==> src/rtl/oled_cmd_arbiter_if.sv <==
// oled_cmd_arbiter_if: requester/controller bundle (req, op, arg, ready in; ack, done, err, busy, grant_id, showchar, showbmp, clear, sw out)
interface oled_cmd_arbiter_if #(
  parameter int N_REQ = 4
);
  logic [N_REQ-1:0] req;
  logic [2*N_REQ-1:0] op;
  logic [16*N_REQ-1:0] arg;
  logic [N_REQ-1:0] ack;
  logic [N_REQ-1:0] done;
  logic err;
  logic busy;
  logic [2:0] grant_id;
  logic showchar;
  logic showbmp;
  logic clear;
  logic [15:0] sw;
  logic ready;
  modport master (
    output req, op, arg, ready,
    input ack, done, err, busy, grant_id, showchar, showbmp, clear, sw
  );
  modport slave (
    input req, op, arg, ready,
    output ack, done, err, busy, grant_id, showchar, showbmp, clear, sw
  );
endinterface

==> src/rtl/oled_cmd_arbiter.sv <==
// oled_cmd_arbiter: round-robin share of the OLED command port; ports clk, rst, bus (oled_cmd_arbiter_if.slave); macro OLED_ARB_PRIO_CLEAR_EN lets clear requests win
module oled_cmd_arbiter #(
  parameter int N_REQ = 4,
  parameter int BUSY_TIMEOUT = 1023
) (
  input logic clk,
  input logic rst,
  oled_cmd_arbiter_if.slave bus
);
  localparam int CW = $clog2(BUSY_TIMEOUT + 1);
  typedef enum logic [1:0] {IDLE, WAIT_BUSY, WAIT_READY, DONE} state_t;
  state_t state, state_nx;
  logic [2:0] rr, g, win;
  logic [N_REQ-1:0] cand;
  logic [1:0] wop;
  logic [CW-1:0] cnt;
  logic eflag, launch;
`ifdef OLED_ARB_PRIO_CLEAR_EN
  logic [N_REQ-1:0] clr;
`endif
  assign launch = |bus.ack;
  assign wop = bus.op[{win, 1'b0} +: 2];
  always_comb begin
    cand = bus.req;
`ifdef OLED_ARB_PRIO_CLEAR_EN
    for (int i = 0; i < N_REQ; i++) clr[i] = bus.op[2*i +: 2] == 2'b10;
    if (|(bus.req & clr)) cand = bus.req & clr;
`endif
    win = '0;
    for (int k = N_REQ - 1; k >= 0; k--)
      if (cand[(int'(rr) + k) % N_REQ]) win = 3'((int'(rr) + k) % N_REQ);
  end
  always_comb begin
    state_nx = state;
    case (state)
      IDLE:       state_nx = bus.ready && |bus.req ? WAIT_BUSY : IDLE;
      WAIT_BUSY:  state_nx = launch ? (eflag ? DONE : WAIT_BUSY) :
                             !bus.ready ? WAIT_READY :
                             cnt == CW'(BUSY_TIMEOUT) ? DONE : WAIT_BUSY;
      WAIT_READY: state_nx = bus.ready ? DONE : WAIT_READY;
      default:    state_nx = IDLE;
    endcase
  end
  always_ff @(posedge clk) begin
    if (rst) begin
      state <= IDLE;
      rr <= '0;
      g <= '0;
      cnt <= '0;
      eflag <= 1'b0;
      bus.ack <= '0;
      bus.showchar <= 1'b0;
      bus.showbmp <= 1'b0;
      bus.clear <= 1'b0;
      bus.sw <= '0;
    end else begin
      state <= state_nx;
      bus.ack <= '0;
      bus.showchar <= 1'b0;
      bus.showbmp <= 1'b0;
      bus.clear <= 1'b0;
      cnt <= state == DONE ? '0 : state == WAIT_BUSY && !launch && bus.ready ? cnt + 1'b1 : cnt;
      if (state == IDLE && state_nx == WAIT_BUSY) begin
        g <= win;
        bus.ack <= N_REQ'(1) << win;
        bus.sw <= bus.arg[{win, 4'b0} +: 16];
        eflag <= wop == 2'b11;
        bus.showchar <= wop == 2'b00;
        bus.showbmp <= wop == 2'b01;
        bus.clear <= wop == 2'b10;
      end else if (state == WAIT_BUSY && !launch && state_nx == DONE) begin
        eflag <= 1'b1;
      end
      if (state == DONE) rr <= g == 3'(N_REQ - 1) ? 3'd0 : g + 3'd1;
    end
  end
  assign bus.busy = state != IDLE;
  assign bus.done = state == DONE ? N_REQ'(1) << g : '0;
  assign bus.err = state == DONE && eflag;
  assign bus.grant_id = g;
endmodule
==> src/flat_wrapper.sv <==
// flat-port wrapper written by rule: the top's interface ports become plain ports
module oled_cmd_arbiter_flat 
#(
  parameter int N_REQ = 4,
  parameter int BUSY_TIMEOUT = 1023
)
  (clk, rst, bus_req, bus_op, bus_arg, bus_ready, bus_ack, bus_done, bus_err, bus_busy, bus_grant_id, bus_showchar, bus_showbmp, bus_clear, bus_sw);
  oled_cmd_arbiter_if #(.N_REQ(N_REQ)) bus_i ();
  input logic clk;
  input logic rst;
  input wire logic [$bits(bus_i.req)-1:0] bus_req;
  input wire logic [$bits(bus_i.op)-1:0] bus_op;
  input wire logic [$bits(bus_i.arg)-1:0] bus_arg;
  input wire logic [$bits(bus_i.ready)-1:0] bus_ready;
  output wire logic [$bits(bus_i.ack)-1:0] bus_ack;
  output wire logic [$bits(bus_i.done)-1:0] bus_done;
  output wire logic [$bits(bus_i.err)-1:0] bus_err;
  output wire logic [$bits(bus_i.busy)-1:0] bus_busy;
  output wire logic [$bits(bus_i.grant_id)-1:0] bus_grant_id;
  output wire logic [$bits(bus_i.showchar)-1:0] bus_showchar;
  output wire logic [$bits(bus_i.showbmp)-1:0] bus_showbmp;
  output wire logic [$bits(bus_i.clear)-1:0] bus_clear;
  output wire logic [$bits(bus_i.sw)-1:0] bus_sw;
  assign bus_i.req = bus_req;
  assign bus_i.op = bus_op;
  assign bus_i.arg = bus_arg;
  assign bus_i.ready = bus_ready;
  assign bus_ack = bus_i.ack;
  assign bus_done = bus_i.done;
  assign bus_err = bus_i.err;
  assign bus_busy = bus_i.busy;
  assign bus_grant_id = bus_i.grant_id;
  assign bus_showchar = bus_i.showchar;
  assign bus_showbmp = bus_i.showbmp;
  assign bus_clear = bus_i.clear;
  assign bus_sw = bus_i.sw;
  oled_cmd_arbiter #(.N_REQ(N_REQ), .BUSY_TIMEOUT(BUSY_TIMEOUT)) u_core (.clk(clk), .rst(rst), .bus(bus_i));
endmodule
==> config.mk <==
export PLATFORM = sky130hd
export DESIGN_NAME = oled_cmd_arbiter_flat
export DESIGN_NICKNAME = d
export VERILOG_FILES = /design/src/rtl/oled_cmd_arbiter_if.sv /design/src/rtl/oled_cmd_arbiter.sv /design/src/flat_wrapper.sv
export SDC_FILE = /design/constraint.sdc
export NUM_CORES = 1
export LEC_CHECK = 0
export ABC_AREA = 0
export BUFFER_PORTS_ARGS = -buffer_cell sky130_fd_sc_hd__buf_2
export CAP_MARGIN = 15
export CORE_MARGIN = 4
export CORE_UTILIZATION = 41
export CTS_BUF_LIST = sky130_fd_sc_hd__clkbuf_8 sky130_fd_sc_hd__clkbuf_16
export DETAILED_ROUTE_END_ITERATION = 10
export PLACE_DENSITY = 0.76
export SLEW_MARGIN = 20
export SYNTH_ARGS = -nofsm -noshare
export SYNTH_HDL_FRONTEND = slang
export SYNTH_SLANG_ARGS = --single-unit
export TNS_END_PERCENT = 100
==> constraint.sdc <==
create_clock -name clk -period 1.7 [get_ports clk]
set_input_delay 0.34 -clock clk [delete_from_list [all_inputs] [get_ports clk]]
set_output_delay 0.34 -clock clk [all_outputs]
set_load 0.1 [all_outputs]
Word level (Yosys, flattened, before mapping). Cells that the tools add are included.

Register bits: 41. Latch bits: 0. Memory bits (writable): 0. ROM bits: 0. Input bits: 79. Output and inout bits: 32. Word-level logic and storage cells: 81. Memories: 0.

$add $sub $neg: 5. $mul: 0. Div/mod/pow operators: 0. Order comparisons: 4. Equal/unequal tests: 10. Shifts and indexed selects: 4. Mux-type cells: 26. Bitwise operators: 4. Reductions and logical operators: 18.

Operators with widths (number): indexed part select 64 x 8 -> 16 bit (1); < comparator 3 x 4 -> 1 bit, second input constant (3); 2-to-1 mux 3 bit (4); 2-to-1 mux 1 bit (11); adder 10 x 1 -> 10 bit, second input constant (1); equality test 10 bit, second input constant (1); equality test 2 bit, second input constant (5); 2-to-1 mux 2 bit (5); OR reduction 2 bit (5); binary-select mux 1 bit (select 2 bit) (4); OR reduction 4 bit (2); indexed part select 8 x 5 -> 2 bit (1); left shift 1 x 3 -> 4 bit, first input constant (2); equality test 2 x 1 -> 1 bit, second input constant (3); logical AND 1 bit (6); case mux 2 bit (3 select lines) (1); adder 2 x 1 -> 2 bit, second input constant (2); adder 2 bit, second input constant (2); logical NOT 2 bit (2); 2-to-1 mux 4 bit (1); nonzero test 2 bit (2); AND 1 bit, first input constant (3); equality test 3 x 2 -> 1 bit, second input constant (1); < comparator 2 x 3 -> 1 bit, second input constant (1); other kinds (2) (2).

Logic depth before layout (Yosys ltp). Gate-level depths: netlist of the first run.

Depth in word-level cells: 13. Gate-level depth with buffers: 9. Mapped depth without buffers: 6.

Worst setup path before layout of the first run. No wires, ideal clock.

Path type: reg-to-output. Start: register u_core.g[0] (netlist: u_core.bus.grant_id[0]). End: output port bus_done[3]. Arrival time: 2.089 ns. Data required time: 1.360 ns. Setup slack: -0.729 ns. Stages on the path, launching flop included: 3. Path buffers: 0. Path through: dfxtp_1 ha_1 and3_1.

Longest elaborated chain between the ends: 2.

Ends and longest elaborated chain: start: declaration (RTL line oled_cmd_arbiter.sv:13) `logic [2:0] rr, g, win;`; start signal: assignment (RTL line oled_cmd_arbiter.sv:64) `g <= win;`; left shift 1 x 3 -> 4 bit (RTL line oled_cmd_arbiter.sv:78) `assign bus.done = state == DONE ? N_REQ'(1) << g : '0;`; 2-to-1 mux 4 bit (RTL line oled_cmd_arbiter.sv:78); end: declaration (RTL line flat_wrapper.sv:16) `output wire logic [$bits(bus_i.done)-1:0] bus_done;`.

Every way passes these cells.

Final worst setup path of the first run.
Start: register u_core.rr[1]. End: register u_core.bus.showchar.

Longest elaborated chain between the ends: 10. Elaborated cells between the ends (all ways): 26. Those cells by class: add/sub: 3; shift: 1; mux: 15; bitwise: 3; reduce/logical: 4.

Ends and longest elaborated chain: start: declaration (RTL line oled_cmd_arbiter.sv:13); start signal: assignment (RTL line oled_cmd_arbiter.sv:74) `if (state == DONE) rr <= g == 3'(N_REQ - 1) ? 3'd0 : g + 3'd1;`; adder 2 bit (RTL line oled_cmd_arbiter.sv:31) `if (cand[(int'(rr) + k) % N_REQ]) win = 3'((int'(rr) + k) % N_REQ);`; binary-select mux 1 bit (select 2 bit) (RTL line oled_cmd_arbiter.sv:31); 2-to-1 mux 1 bit (implied by the code) (2 in a row) (RTL line oled_cmd_arbiter.sv:31); 2-to-1 mux 3 bit (3 in a row) (RTL line oled_cmd_arbiter.sv:31); 2-to-1 mux 3 bit * (RTL line oled_cmd_arbiter.sv:31); indexed part select 8 x 5 -> 2 bit * (RTL line oled_cmd_arbiter.sv:22) `assign wop = bus.op[{win, 1'b0} +: 2];`; logical NOT 2 bit * (RTL line oled_cmd_arbiter.sv:68) `bus.showchar <= wop == 2'b00;`; end signal: assignment (RTL line oled_cmd_arbiter.sv:52) `bus.showchar <= 1'b0;`; end signal: assignment (RTL line oled_cmd_arbiter.sv:59) `bus.showchar <= 1'b0;`; end signal: assignment (RTL line oled_cmd_arbiter.sv:68); end: declaration (RTL line oled_cmd_arbiter_if.sv:24) `output ack, done, err, busy, grant_id, showchar, showbmp, clear, sw`.

Every way passes the cells marked *; elsewhere a longest branch is shown, timed or not. The select of a mux whose other input is x is not followed. A chain may end at the register's enable or synchronous reset.

==> results.json, run 1 <==
{
  "maxClockFrequency_mhz": 539,
  "syn-mean-instance-area_um2": 7.71,
  "dp_hpwl_mm": 4.91,
  "drt_wl_total_mm": 6.29,
  "peakVddDrop_mv": 0.496,
  "critical_path.endpoint_type": "register",
  "synth_top_cells_by_area": "sky130_fd_sc_hd__dfxtp_1 (37%), sky130_fd_sc_hd__nand2_1 (13%), sky130_fd_sc_hd__a32o_1 (7.5%)",
  "maxCapViolCount": 0,
  "design.core.area_um2": 5070,
  "power_w": 0.00250,
  "largest_net_degree_at_the_start_of_global_routing": 36,
  "mapped_cells": 278,
  "antenna_found_initial": 0,
  "maximum_count_of_clock_buffers_along_a_single_path": 2,
  "cellLeakagePower_nw": 1.50,
  "avgRoutedWirePerCell_um": 13.5,
  "critPathMaxFanout": 5,
  "critPathSlowestCell": "sky130_fd_sc_hd__mux4_2",
  "synth_ff_type": "sky130_fd_sc_hd__dfxtp_1",
  "netlist.top_cell.by_area": "sky130_fd_sc_hd__dfxtp_1",
  "synth-compound-area-share_pct": 12.8,
  "synth_seq_area_share_pct": 37.4,
  "globalRouteMet1Util_pct": 22.7,
  "internal_power_w": 0.00154,
  "cp-start-kind": "register",
  "placement.setup.worst_slack_ns": -0.310,
  "postCtsHoldBufs": 0,
  "globalRoute.busiestLayer": "met2",
  "grt-ovfl-total": 0,
  "final-setup-viol-count": 20,
  "floorplan.initialDensity_pct": 42.2,
  "power_per_cell_area_nw_per_um2": 792,
  "placementRows": 26,
  "synth_fp_nets": 362,
  "clkSinkCount": 40,
  "switching_power_share_of_the_total_pct": 38.4,
  "fin_crit_ns": 1.86,
  "num_antenna_cells": 0,
  "cts_tree": "built",
  "synth_warnings": 0,
  "seqPwrFrac_pct": 40.9,
  "slew_violations": 0,
  "status": "finished, violations left",
  "yosysUniqueCellTypes": 34,
  "critPathKind": "reg2reg",
  "port-buffer-count": 109,
  "post-route-period-util_pct": 109,
  "post-route-drc-count": 0,
  "failed_checks": "setup timing",
  "drt_first_iter_violations": 120,
  "yosysTopAreaCellShare_pct": 37.4,
  "routabilityCongestion": 0.788,
  "cts.htree.levels": 2,
  "syn_to_final_growth_pct": 47.0,
  "power.switching_w": 0.000957,
  "synth-simple-area-share_pct": 35.6,
  "main_combinational_cell_family_by_area_after_synthesis": "simple AND/OR/NAND/NOR gates",
  "first_global_vias": 2294,
  "timing.clock.skew_ns": 0.00902,
  "floorplan.die.height_um": 80.3,
  "worst_case_setup_margin_in_the_final_layout_ns": -0.156,
  "cts_inserted_buffers": 5,
  "clock_transition_at_the_registers_of_the_reported_paths_ns": 0.08,
  "die_width_um": 80.3,
  "clock_insertion_delay_at_the_later_pin_of_the_skew_report_ns": 0.29,
  "grtUsageMet2_pct": 34.9,
  "synthTopCellsByCount": "sky130_fd_sc_hd__nand2_1 (74), sky130_fd_sc_hd__dfxtp_1 (40), sky130_fd_sc_hd__nand3_1 (22)",
  "synth-adder-area-share_pct": 2.92,
  "vias_cell": 5.05,
  "combinationalPowerShare_pct": 34.5,
  "drt_first_pass_iters": 4,
  "grt_use_met3_pct": 7.51,
  "ant_nets": 0,
  "ys_async_sr_fraction_pct": 0,
  "timing.critical_path.cells": "mux2i_1 > nor2_1 > or3_4 > mux4_2 > buf_6 > nor3_2",
  "syn-cell-area_um2": 2140,
  "number_of_inserted_filler_cells_in_the_final_layout": 460,
  "timing_hold_violations_final": 0,
  "boundaryPins": 111,
  "vias": 2359,
  "yosys.cell_count.top_type": "sky130_fd_sc_hd__nand2_1",
  "final_net_count": 480,
  "hold_class": "in2reg",
  "arrival_ns": 2.08,
  "power.share.clock_pct": 24.7,
  "groute.usage.overall_pct": 20.2,
  "layout-drive-gt1-share_pct": 40.6,
  "timing.critical_path.slowest_cell_delay_ns": 0.48,
  "rsz0062_at_grt": "yes",
  "parity_gate_share_of_the_synthesized_area_counting_xor_and_xnor_cells_pct": 2.86,
  "synthMuxAreaShare_pct": 3.04,
  "die-area_um2": 6450,
  "critPathRequiredTime_ns": 1.92,
  "synth-edff-count": 0,
  "cts.root.buffer_cell": "sky130_fd_sc_hd__clkbuf_8",
  "wire_length_of_the_first_global_routing_pass_mm": 10.2,
  "synth_seq_cells": 40
}
## what timing repair did
item | in CTS | in global routing
endpoints found under the setup margin | 20 | 28
hold endpoints to repair | 0 | 0
buffers inserted | 2 | 0
pin swaps | 0 | 1
gates resized for setup | 4 | 7
## worst paths after layout
kind | startpoint | to | slack [ns] | cells after the start
worst max-delay path | u_core.rr[1] | u_core.bus.showchar | -0.16 | 6
worst max register to register | u_core.rr[1] | u_core.bus.showchar | -0.16 | 6
worst min register to register | u_core.bus.sw[11] | u_core.bus.sw[11] | 0.47 | 1
worst min-delay path | rst | u_core.state[1] | 0.32 | 2
## worst max-delay path: cells and delay by family, from the launching register on
family	cells	cell delay (ns)
simple gates	3	0.61
flops	1	0.37
mux	2	0.66
buf+inv	1	0.14
## cell families after synthesis
kind of cell    count (synthesis)
xor+xnor                        7
buf+inv                        26
other cells                     1
simple gates                  159
fa+ha+maj                       5
mux                             4
flops                          40
compound gates                 36
## sequential cells by signal, summed over array words and instances, names as in the netlist, 2 cells and up
name                 count
u_core.bus.ack           4
u_core.bus.grant_id      2
u_core.bus.sw           16
u_core.cnt              10
u_core.rr                2
u_core.state             2
## stage by stage
stage / instances / TNS [ns] / instance area (µm²) / hold WS, ns / utilization (%)
6_report: 467 / -1.30 / 3150 / 0.319 / 62.1
2_1_floorplan: 278 / -1.18 / 2200 / 0.459 / -
5_1_grt: 467 / -2.81 / 3150 / 0.324 / 62.1
4_1_cts: 467 / -1.34 / 3130 / 0.318 / 61.7
3_3_place_gp: 457 / -5.24 / 3020 / 0.446 / 59.4
3_5_place_dp: 457 / -5.63 / 3020 / 0.454 / 59.4
## power by group through the flow
stage          Sequential, W  Combinational, W  Clock [W]
6_report             0.00102          0.000860   0.000616
2_1_floorplan        0.00135          0.000295          0
3_5_place_dp         0.00104          0.000844          0
3_3_place_gp         0.00104          0.000836          0
5_1_grt              0.00103          0.000916   0.000677
4_1_cts              0.00102          0.000859   0.000636
## per-layer routing
layer	routed length, µm	part of all wire, %
met1	2450	39
met2	3160	50
met3	612	9.7
met4	69	1.1
met5	0	0
## layout make-up
cell class	count	area, µm²	share of cell area [%]
multi-input combinational	212	1280	40.5
timing repair buffer	131	850	27.0
sequential	40	830	26.3
tap	70	87.6	2.78
clock buffer	5	68.8	2.18
inverter	6	22.5	0.715
clock inverter	3	16.3	0.516
## placed cells by master (no fill, tap or decap), drive strengths merged, types with 4 or more instances in the layout
cell type	netlist	final
a21oi	12	12
a32o	16	16
and3	9	9
buf	8	131
clkbuf	12	5
dfxtp	40	40
ha	5	5
inv	6	8
nand2	74	74
nand3	22	22
nand3b	16	16
nor2	17	17
nor2b	4	4
nor3	5	5
xor2	5	5
(Power assumes the default switching activity.)
==> run 2, diff against run 1 <==
--- a/config.mk
+++ b/config.mk
@@ -8,11 +8,11 @@
 export ABC_AREA = 0
 export BUFFER_PORTS_ARGS = -buffer_cell sky130_fd_sc_hd__buf_2
 export CAP_MARGIN = 15
-export CORE_MARGIN = 4
+export CORE_MARGIN = 2
 export CORE_UTILIZATION = 41
 export CTS_BUF_LIST = sky130_fd_sc_hd__clkbuf_8 sky130_fd_sc_hd__clkbuf_16
 export DETAILED_ROUTE_END_ITERATION = 10
-export PLACE_DENSITY = 0.76
+export PLACE_DENSITY = 0.85
 export SLEW_MARGIN = 20
 export SYNTH_ARGS = -nofsm -noshare
 export SYNTH_HDL_FRONTEND = slang
==> results.json, run 2 (same netlist as run 1, synthesis figures left out) <==
{
  "status": "finished, violations left",
  "failed_checks": "setup timing",
  "commonest_cells_after_routing_fill_and_taps_aside": "sky130_fd_sc_hd__buf_2 (103), sky130_fd_sc_hd__nand2_1 (74), sky130_fd_sc_hd__dfxtp_1 (33), sky130_fd_sc_hd__nand3_1 (22), sky130_fd_sc_hd__buf_4 (18)",
  "worst_case_setup_margin_in_the_final_layout_ns": -0.183,
  "critPathKind": "reg2reg",
  "clock_transition_at_the_registers_of_the_reported_paths_ns": 0.07,
  "final-setup-viol-count": 22,
  "layout-drive-gt1-share_pct": 40.2,
  "timing.clock.skew_ns": 0.00273,
  "cts.root.buffer_cell": "sky130_fd_sc_hd__clkbuf_8",
  "cts_tree": "built",
  "first_global_vias": 2416,
  "die-area_um2": 5820,
  "port-buffer-count": 109,
  "critPathRequiredTime_ns": 1.88,
  "grt_use_met3_pct": 7.70,
  "biggest_regs": "u_core.bus.sw x16, u_core.cnt x10, u_core.bus.ack x4",
  "ant_nets": 0,
  "maxCapViolCount": 0,
  "cp-start-kind": "register",
  "hold_class": "in2reg",
  "floorplan.initialDensity_pct": 42.2,
  "boundaryPins": 111,
  "postCtsHoldBufs": 0,
  "post-route-period-util_pct": 111,
  "timing.critical_path.slowest_cell_delay_ns": 0.49,
  "fin_crit_ns": 1.88,
  "top_register_by_number_of_flip_flops": "u_core.bus.sw",
  "floorplan.die.height_um": 76.3,
  "vias_cell": 5.06,
  "cellLeakagePower_nw": 1.51,
  "die_width_um": 76.3,
  "design.core.area_um2": 5070,
  "maxClockFrequency_mhz": 531,
  "syn_to_final_growth_pct": 47.6,
  "maximum_count_of_clock_buffers_along_a_single_path": 2,
  "critPathSlowestCell": "sky130_fd_sc_hd__mux4_2",
  "post-route-drc-count": 0,
  "drt_wl_total_mm": 5.83,
  "placementRows": 26,
  "hold_slack_ns": 0.315,
  "cts.htree.levels": 2,
  "slew_violations": 0,
  "critPathMaxFanout": 4,
  "globalRouteMet1Util_pct": 22.1,
  "drt_first_pass_iters": 4,
  "final_net_count": 481,
  "routabilityCongestion": 0.813,
  "largest_net_degree_at_the_start_of_global_routing": 36,
  "grt-ovfl-total": 0,
  "cts_inserted_buffers": 5,
  "drt_first_iter_violations": 117,
  "layout_commonest_cell": "sky130_fd_sc_hd__buf_2",
  "largest_register_ff_count": 16,
  "arrival_ns": 2.06,
  "vias": 2370,
  "clkSinkCount": 40,
  "wire_length_of_the_first_global_routing_pass_mm": 10.3,
  "critical_path.endpoint_type": "register",
  "antenna_found_initial": 0,
  "num_antenna_cells": 0,
  "timing.critical_path.cells": "mux2i_1 > nor2_1 > or3_4 > mux4_2 > a21oi_2 > a211oi_1",
  "avgRoutedWirePerCell_um": 12.5,
  "peakVddDrop_mv": 0.443,
  "clock_insertion_delay_at_the_later_pin_of_the_skew_report_ns": 0.29,
  "dp_hpwl_mm": 4.59,
  "power_w": 0.00263,
  "power_per_cell_area_nw_per_um2": 830,
  "rsz0062_at_grt": "yes",
  "globalRoute.busiestLayer": "met2",
  "grtUsageMet2_pct": 40.3,
  "timing_hold_violations_final": 0,
  "groute.usage.overall_pct": 21.6
}
## run 2: through the flow
stage	std cells	worst slack (ns)	setup TNS (ns)	util, %	cell area (µm²)
after floorplan	278	-0.131	-1.18	-	2200
after global placement	457	-0.249	-4.96	59.4	3020
after detailed placement	457	-0.313	-6.42	59.4	3020
after CTS	467	-0.195	-2.36	62.2	3160
after global routing	468	-0.237	-4.12	62.4	3160
final	468	-0.183	-2.25	62.4	3160
## run 2: final timing paths
kind / from / endpoint / slack [ns] / cells past startpoint
min reg2reg: u_core.bus.sw[0] / u_core.bus.sw[0] / 0.46 / 1
min: rst / u_core.rr[1] / 0.32 / 2
max: u_core.rr[1] / u_core.eflag / -0.18 / 6
max reg2reg: u_core.rr[1] / u_core.eflag / -0.18 / 6
## run 2: final cells by class
cell class,instances,area (µm²)
Tap cell,70,87.6
Timing Repair Buffer,132,853
Inverter,6,22.5
Clock buffer,5,68.8
Sequential cell,40,825
Fill cell,435,1910
Clock inverter,3,38.8
Multi-Input combinational cell,212,1270
## run 2: report_power, final
part           switching, W  total [W]  internal, W
clock              0.000321   0.000751     0.000429
sequential        0.0000339    0.00102     0.000983
combinational      0.000587   0.000858     0.000271
## run 2: timing repair
item                                    CTS  global route
gates resized for setup                   4             2
setup buffers                             2             1
endpoints found under the setup margin   24            28
pin swaps                                 1             0
## run 2: routing by layer
layer  vias up  routed length (µm)
li1       1203                   -
met1      1072                2260
met2        85                3000
met3        10                 474
met4         0                  93
met5         -                   0
## run 2: critical path, delay by kind of cell (launching register included)
family / cells / cell delay (ns)
AND/OR/NAND/NOR: 2 / 0.49
flip-flops: 1 / 0.36
multiplexers: 2 / 0.70
AO/OA/AOI/OAI: 2 / 0.22
